File: src/rtl/rv32_w_fp_writeback_arbiter_if.sv
// FP register-file write-port bundle: pipeline writeback, multi-cycle
// result handshake, write port and scoreboard outputs.
interface rv32_w_fp_writeback_arbiter_if #(
    parameter int DEPTH = 2,
    parameter int XLEN  = 32
);
    logic                     wb_valid_i;
    logic [4:0]               wb_rd_i;
    logic [XLEN-1:0]          wb_data_i;
    logic                     mc_issue_i;
    logic [4:0]               mc_issue_rd_i;
    logic                     mc_valid_i;
    logic [4:0]               mc_rd_i;
    logic [XLEN-1:0]          mc_data_i;
    logic                     mc_ready_o;
    logic                     fp_we_o;
    logic [4:0]               fp_waddr_o;
    logic [XLEN-1:0]          fp_wdata_o;
    logic [31:0]              busy_o;
    logic [$clog2(DEPTH):0]   fifo_count_o;

    modport master (
        output wb_valid_i, wb_rd_i, wb_data_i,
        output mc_issue_i, mc_issue_rd_i,
        output mc_valid_i, mc_rd_i, mc_data_i,
        input  mc_ready_o, fp_we_o, fp_waddr_o, fp_wdata_o,
        input  busy_o, fifo_count_o
    );

    modport slave (
        input  wb_valid_i, wb_rd_i, wb_data_i,
        input  mc_issue_i, mc_issue_rd_i,
        input  mc_valid_i, mc_rd_i, mc_data_i,
        output mc_ready_o, fp_we_o, fp_waddr_o, fp_wdata_o,
        output busy_o, fifo_count_o
    );
endinterface

File: src/rtl/rv32_w_fp_writeback_arbiter.sv
// FP register-file write-port arbiter: in-order pipeline writebacks win,
// buffered multi-cycle results drain in idle slots; busy scoreboard out.
module rv32_w_fp_writeback_arbiter #(
    parameter int DEPTH = 2,
    parameter int XLEN  = 32
) (
    input  logic clk_i,
    input  logic rst_i,
    rv32_w_fp_writeback_arbiter_if.slave bus
);
    localparam int AW = $clog2(DEPTH);
    localparam int CW = AW + 1;

    logic [4:0]      rd_mem   [DEPTH];
    logic [XLEN-1:0] data_mem [DEPTH];
    logic [AW-1:0]   wr_ptr_q;
    logic [AW-1:0]   rd_ptr_q;
    logic [CW-1:0]   count_q;
    logic [31:0]     busy_q;
    logic [31:0]     busy_nxt;

    logic empty;
    logic ready;
    logic push;
    logic pop;
    logic [4:0] head_rd;

    assign empty   = (count_q == '0);
    assign ready   = (count_q < CW'(DEPTH));
    assign push    = bus.mc_valid_i && ready;
    assign pop     = !bus.wb_valid_i && !empty;
    assign head_rd = rd_mem[rd_ptr_q];

    assign bus.mc_ready_o   = ready;
    assign bus.busy_o       = busy_q;
    assign bus.fifo_count_o = count_q;

    // Combinational so the negedge-sampling register file sees it this cycle
    always_comb begin
        bus.fp_we_o    = 1'b0;
        bus.fp_waddr_o = '0;
        bus.fp_wdata_o = '0;
        if (!rst_i) begin
            if (bus.wb_valid_i) begin
                bus.fp_we_o    = 1'b1;
                bus.fp_waddr_o = bus.wb_rd_i;
                bus.fp_wdata_o = bus.wb_data_i;
            end else if (!empty) begin
                bus.fp_we_o    = 1'b1;
                bus.fp_waddr_o = head_rd;
                bus.fp_wdata_o = data_mem[rd_ptr_q];
            end
        end
    end

    // Clear first so a same-cycle issue to the popped rd keeps it busy
    always_comb begin
        busy_nxt = busy_q;
        if (pop) begin
            busy_nxt[head_rd] = 1'b0;
        end
        if (bus.mc_issue_i) begin
            busy_nxt[bus.mc_issue_rd_i] = 1'b1;
        end
    end

    always_ff @(posedge clk_i or posedge rst_i) begin
        if (rst_i) begin
            wr_ptr_q <= '0;
            rd_ptr_q <= '0;
            count_q  <= '0;
            busy_q   <= '0;
        end else begin
            if (push) begin
                wr_ptr_q <= wr_ptr_q + AW'(1);
            end
            if (pop) begin
                rd_ptr_q <= rd_ptr_q + AW'(1);
            end
            unique case ({push, pop})
                2'b10:   count_q <= count_q + CW'(1);
                2'b01:   count_q <= count_q - CW'(1);
                default: count_q <= count_q;
            endcase
            busy_q <= busy_nxt;
        end
    end

    always_ff @(posedge clk_i) begin
        if (push) begin
            rd_mem[wr_ptr_q]   <= bus.mc_rd_i;
            data_mem[wr_ptr_q] <= bus.mc_data_i;
        end
    end

    a_wb_not_busy : assert property (
        @(posedge clk_i) disable iff (rst_i)
        bus.wb_valid_i |-> !busy_q[bus.wb_rd_i]
    );
endmodule
File: src/flat_wrapper.sv
// flat-port wrapper written by rule: the top's interface ports become plain ports
module rv32_w_fp_writeback_arbiter_flat 
#(
    parameter int DEPTH = 2,
    parameter int XLEN  = 32
)
  (clk_i, rst_i, bus_wb_valid_i, bus_wb_rd_i, bus_wb_data_i, bus_mc_issue_i, bus_mc_issue_rd_i, bus_mc_valid_i, bus_mc_rd_i, bus_mc_data_i, bus_mc_ready_o, bus_fp_we_o, bus_fp_waddr_o, bus_fp_wdata_o, bus_busy_o, bus_fifo_count_o);
  rv32_w_fp_writeback_arbiter_if #(.DEPTH(DEPTH), .XLEN(XLEN)) bus_i ();
  input  logic clk_i;
  input  logic rst_i;
  input wire logic [$bits(bus_i.wb_valid_i)-1:0] bus_wb_valid_i;
  input wire logic [$bits(bus_i.wb_rd_i)-1:0] bus_wb_rd_i;
  input wire logic [$bits(bus_i.wb_data_i)-1:0] bus_wb_data_i;
  input wire logic [$bits(bus_i.mc_issue_i)-1:0] bus_mc_issue_i;
  input wire logic [$bits(bus_i.mc_issue_rd_i)-1:0] bus_mc_issue_rd_i;
  input wire logic [$bits(bus_i.mc_valid_i)-1:0] bus_mc_valid_i;
  input wire logic [$bits(bus_i.mc_rd_i)-1:0] bus_mc_rd_i;
  input wire logic [$bits(bus_i.mc_data_i)-1:0] bus_mc_data_i;
  output wire logic [$bits(bus_i.mc_ready_o)-1:0] bus_mc_ready_o;
  output wire logic [$bits(bus_i.fp_we_o)-1:0] bus_fp_we_o;
  output wire logic [$bits(bus_i.fp_waddr_o)-1:0] bus_fp_waddr_o;
  output wire logic [$bits(bus_i.fp_wdata_o)-1:0] bus_fp_wdata_o;
  output wire logic [$bits(bus_i.busy_o)-1:0] bus_busy_o;
  output wire logic [$bits(bus_i.fifo_count_o)-1:0] bus_fifo_count_o;
  assign bus_i.wb_valid_i = bus_wb_valid_i;
  assign bus_i.wb_rd_i = bus_wb_rd_i;
  assign bus_i.wb_data_i = bus_wb_data_i;
  assign bus_i.mc_issue_i = bus_mc_issue_i;
  assign bus_i.mc_issue_rd_i = bus_mc_issue_rd_i;
  assign bus_i.mc_valid_i = bus_mc_valid_i;
  assign bus_i.mc_rd_i = bus_mc_rd_i;
  assign bus_i.mc_data_i = bus_mc_data_i;
  assign bus_mc_ready_o = bus_i.mc_ready_o;
  assign bus_fp_we_o = bus_i.fp_we_o;
  assign bus_fp_waddr_o = bus_i.fp_waddr_o;
  assign bus_fp_wdata_o = bus_i.fp_wdata_o;
  assign bus_busy_o = bus_i.busy_o;
  assign bus_fifo_count_o = bus_i.fifo_count_o;
  rv32_w_fp_writeback_arbiter #(.DEPTH(DEPTH), .XLEN(XLEN)) u_core (.clk_i(clk_i), .rst_i(rst_i), .bus(bus_i));
endmodule
File: config.mk
export PLATFORM = sky130hd
export DESIGN_NAME = rv32_w_fp_writeback_arbiter_flat
export DESIGN_NICKNAME = d
export VERILOG_FILES = /design/src/rtl/rv32_w_fp_writeback_arbiter_if.sv /design/src/rtl/rv32_w_fp_writeback_arbiter.sv /design/src/flat_wrapper.sv
export SDC_FILE = /design/constraint.sdc
export NUM_CORES = 1
export LEC_CHECK = 0
export BUFFER_PORTS_ARGS = -buffer_cell sky130_fd_sc_hd__buf_2
export CORE_UTILIZATION = 30
export DETAILED_ROUTE_END_ITERATION = 8
export SLEW_MARGIN = 20
export SYNTH_ARGS = -nofsm -noshare
export SYNTH_HDL_FRONTEND = slang
export SYNTH_SLANG_ARGS = --single-unit
File: constraint.sdc
create_clock -name clk_i -period 2.38 [get_ports clk_i]
set_input_delay 0.238 -clock clk_i [delete_from_list [all_inputs] [get_ports clk_i]]
set_output_delay 0.238 -clock clk_i [all_outputs]
set_load 0.05 [all_outputs]
==> results by group <==
Global route
  • Initial antenna violation count: 2
  • GRT busiest layer: met2
  • Largest net degree at the start of global routing: 40
  • Vias in the first global route: ~4000
  • Met3 layer usage reported by global route: 0.0446
  • GR Util met1: 0.198
  • GRT overflow: 0
  • Global Route Usage Sum: 0.158
  • First-pass GRT wire length: about 22000 um
  • Grt met2 use: 0.262

Floorplan
  • Core Area: approximately 17000 um^2
  • Initial Util: 0.307
  • Die H: between 100 and 150 um
  • Die width: between 100 and 150 um
  • I/O pins: around 160
  • Row Count: 47
  • Die area: 17500 um^2

Placement
  • PortBufs: ~160
  • Post-Place Setup Slack: slightly below 0.4 ns
  • DP HPWL: between 9000 and 10000 um
  • Final Wtd Congestion: between 0.8 and 0.9

Logic synthesis
  • Synth Flop Type: edfxtp_1
  • Post-synthesis sequential area ratio: 0.613
  • Post-synthesis compound-gate area fraction: 0.176
  • Syn_nets: 480
  • Most frequent cell after synthesis: edfxtp_1
  • Cells after Synth: between 300 and 400
  • Seq cells post-synth: 110
  • Simple logic cell fraction of the synthesized area: 0.0785
  • Most common library cells after synthesis: 74 x edfxtp_1, 55 x nor2_1, 41 x a22oi_1
  • Top cells by area, synth: edfxtp_1 44%, dfrtp_1 18%, mux2_2 7.5%
  • Netlist cell types: 34
  • Number of enable flip-flop cells after synthesis: 74
  • Cell Area, Synth: around 5000 um^2
  • Synth Area in XOR/XNOR: 0.00859
  • Yosys top cell area share: 0.436
  • Asr flop ratio synth: 0.327
  • YS warnings: 0
  • Post-synthesis share of cell area spent on full adders, half adders and majority gates: 0.00245
  • Avg Cell Area, Syn: roughly 13 um^2
  • Yosys top cell by area: edfxtp_1
  • Largest family of logic cells by synthesized area: compound AO/OA/AOI/OAI gates
  • Post-synthesis mux area share: 0.0835

Layout
  • # nets final: around 640
  • Filler instances: roughly 1600
  • Multi-input gate area: 1790 um^2
  • Layout area overhead: 28.3%
  • Seq. cell area: 3130 um^2
  • Share of cells above drive strength 1: 0.414

Pwr
  • Max IR drop VDD: 0.000417 V
  • Pwr dens: approximately 1000 nW/um^2
  • Lkg Pwr: 2.55 nW

Setup path
  • Slowest CP cell: dfrtp_4
  • Crit Path Class: register to output port
  • CP delay by family, top: flip-flops
  • CP max stage delay: around 0.57 ns
  • Critical path depth: 5
  • CP endpoint: bus_fp_waddr_o[0]
  • Crit path launch: u_core.rd_ptr_q
  • Critical Path RT: between 2 and 2.5 ns
  • Worst reg2reg path depth: 4
  • Worst path arrival time: around 2 ns
  • Crit path buf inv count: 2
  • Crit-path cells: buf_12, mux2_4, a22oi_1, nor2_1, buf_2
  • CP Capture Type: output port
  • Worst flop-to-flop path startpoint: u_core.rd_ptr_q
  • Flop-to-flop setup slack: 0.56 ns
  • Biggest fanout along the worst timing path: 17
  • Startpoint type of the worst setup path: register
  • Reg2reg end: u_core.bus.busy_o[30]

Routing
  • 1st-iter DRT viols: ~260
  • DR vias/cell: 5.11
  • Antenna Nets Post-Route: 0
  • Drt total wl: ~14000 um
  • Number of remaining DRC errors: 0
  • Pre-antenna DRT Iters: 4
  • Routed len/inst: 17.6 um
  • Via Count: 3973

Clock network
  • CTS buffer count: 9
  • Maximum clock insertion buffer count: 2
  • # H-tree levels: 3
  • CTS root buf: clkbuf_16
  • TritonCTS clock tree: yes
  • Hold_buf cts: 0
  • Clock slew at reported path FFs: around 0.080 ns
  • Number of clock sinks: between 100 and 150
  • Clk_lat worst skew: roughly 0.34 ns

Timing
  • Setup violations, final: 0
  • Tmin final: between 2 and 2.5 ns
  • Period utilisation layout: 0.943
  • Skew final: 0.00659 ns
  • Tightest Pin Transition: between 0.8 and 0.9 ns
  • Slack of the critical path: between 0.1 and 0.15 ns
  • Final Hold Viols: 0
  • Unrepaired setup endpoints after global routing: false
  • Achievable Freq: about 450 MHz
  • Hold WS: 0.0786 ns
  • Fin. max-slew vios: 0
  • Max-slew headroom: 0.429
  • Setup TNS: 0 ns

Run status
  • Status: complete, no violations

Hold path
  • Hold Crit Class: input pin to register

Run
  • Max-Cap Viols: 0
sequential cells by signal (all words and copies together), names as in the netlist:
name                     flops
u_core.bus.fifo_count_o      2
u_core.rd_ptr_q              1
u_core.rd_mem               10
u_core.bus.busy_o           32
u_core.wr_ptr_q              1
u_core.data_mem             64
report_power, final:
part / switching, mW / leakage [nW] / internal, mW
Sequential: 0.175 / 1.01 / 2.39
Combinational: 1.63 / 1.38 / 0.935
Clock: 0.712 / 0.155 / 0.938
Total: 2.52 / 2.55 / 4.26
routing by layer:
metal,up-vias,routed length (um)
li1,1843,-
met1,1952,6020
met2,168,6500
met3,10,1040
met4,0,140
met5,-,0
how the worst min path moves through the flow:
stage	start	to	slack, ns	cells past startpoint
3_5_place_dp	bus_mc_data_i[13]	u_core.data_mem[0][13]	0.43	1
3_3_place_gp	bus_mc_data_i[18]	u_core.data_mem[0][18]	0.43	1
5_1_grt	bus_mc_data_i[25]	u_core.data_mem[0][25]	0.06	1
6_report	bus_mc_data_i[7]	u_core.data_mem[0][7]	0.08	1
4_1_cts	bus_mc_data_i[25]	u_core.data_mem[0][25]	0.06	1
2_1_floorplan	bus_mc_data_i[0]	u_core.data_mem[0][0]	0.34	0
placed cells by master, fill, tap and decap left out, drive strengths merged, types with 2 or more instances in the layout:
cell and instances:
nor2b 8, nand2b 2, nor3 6, nand4b 3
bufinv 2, inv 22, a32oi 2, a221o 16
o31a 16, mux2 35, mux2i 2, dfrtp 36
a22oi 41, clkbuf 9, edfxtp 74, xnor2 5
buf 171, nor2 55, nor4bb 2, nand2 4
diode 2, a211o 16, clkinvlp 2, a31oi 16
and2 3
layout make-up:
class                           count  share of cell area
Clock inverter                      7              0.0159
Tap cell                          220              0.0421
Antenna cell                        2            0.000765
Sequential cell                   110               0.478
Inverter                           19              0.0109
Clock buffer                        9              0.0344
Timing Repair Buffer              171               0.144
Multi-Input combinational cell    240               0.274
through the flow:
step           power, mW  utilization  std cells  area (um^2)
2_1_floorplan       4.40            -        395         5110
3_5_place_dp        5.09        0.371        755         6150
4_1_cts             6.76        0.391        771         6490
6_report            6.78        0.394        778         6540
3_3_place_gp        5.03        0.371        755         6150
5_1_grt             7.11        0.394        776         6540
cells by family (layout without fill, tap and decap cells):
logic type,count (synthesis),after routing
compound gates,111,111
xor+xnor,5,5
fa+ha+maj,1,1
buf+inv,45,206
flops,110,110
mux,37,37
other cells,0,2
simple gates,86,86
timing repair:
item	CTS	global route
setup buffers	0	5
setup endpoints to repair	2	3
hold endpoints to repair	0	0
resized for setup	1	0
Note: power is estimated with default switching activity, not from simulation.
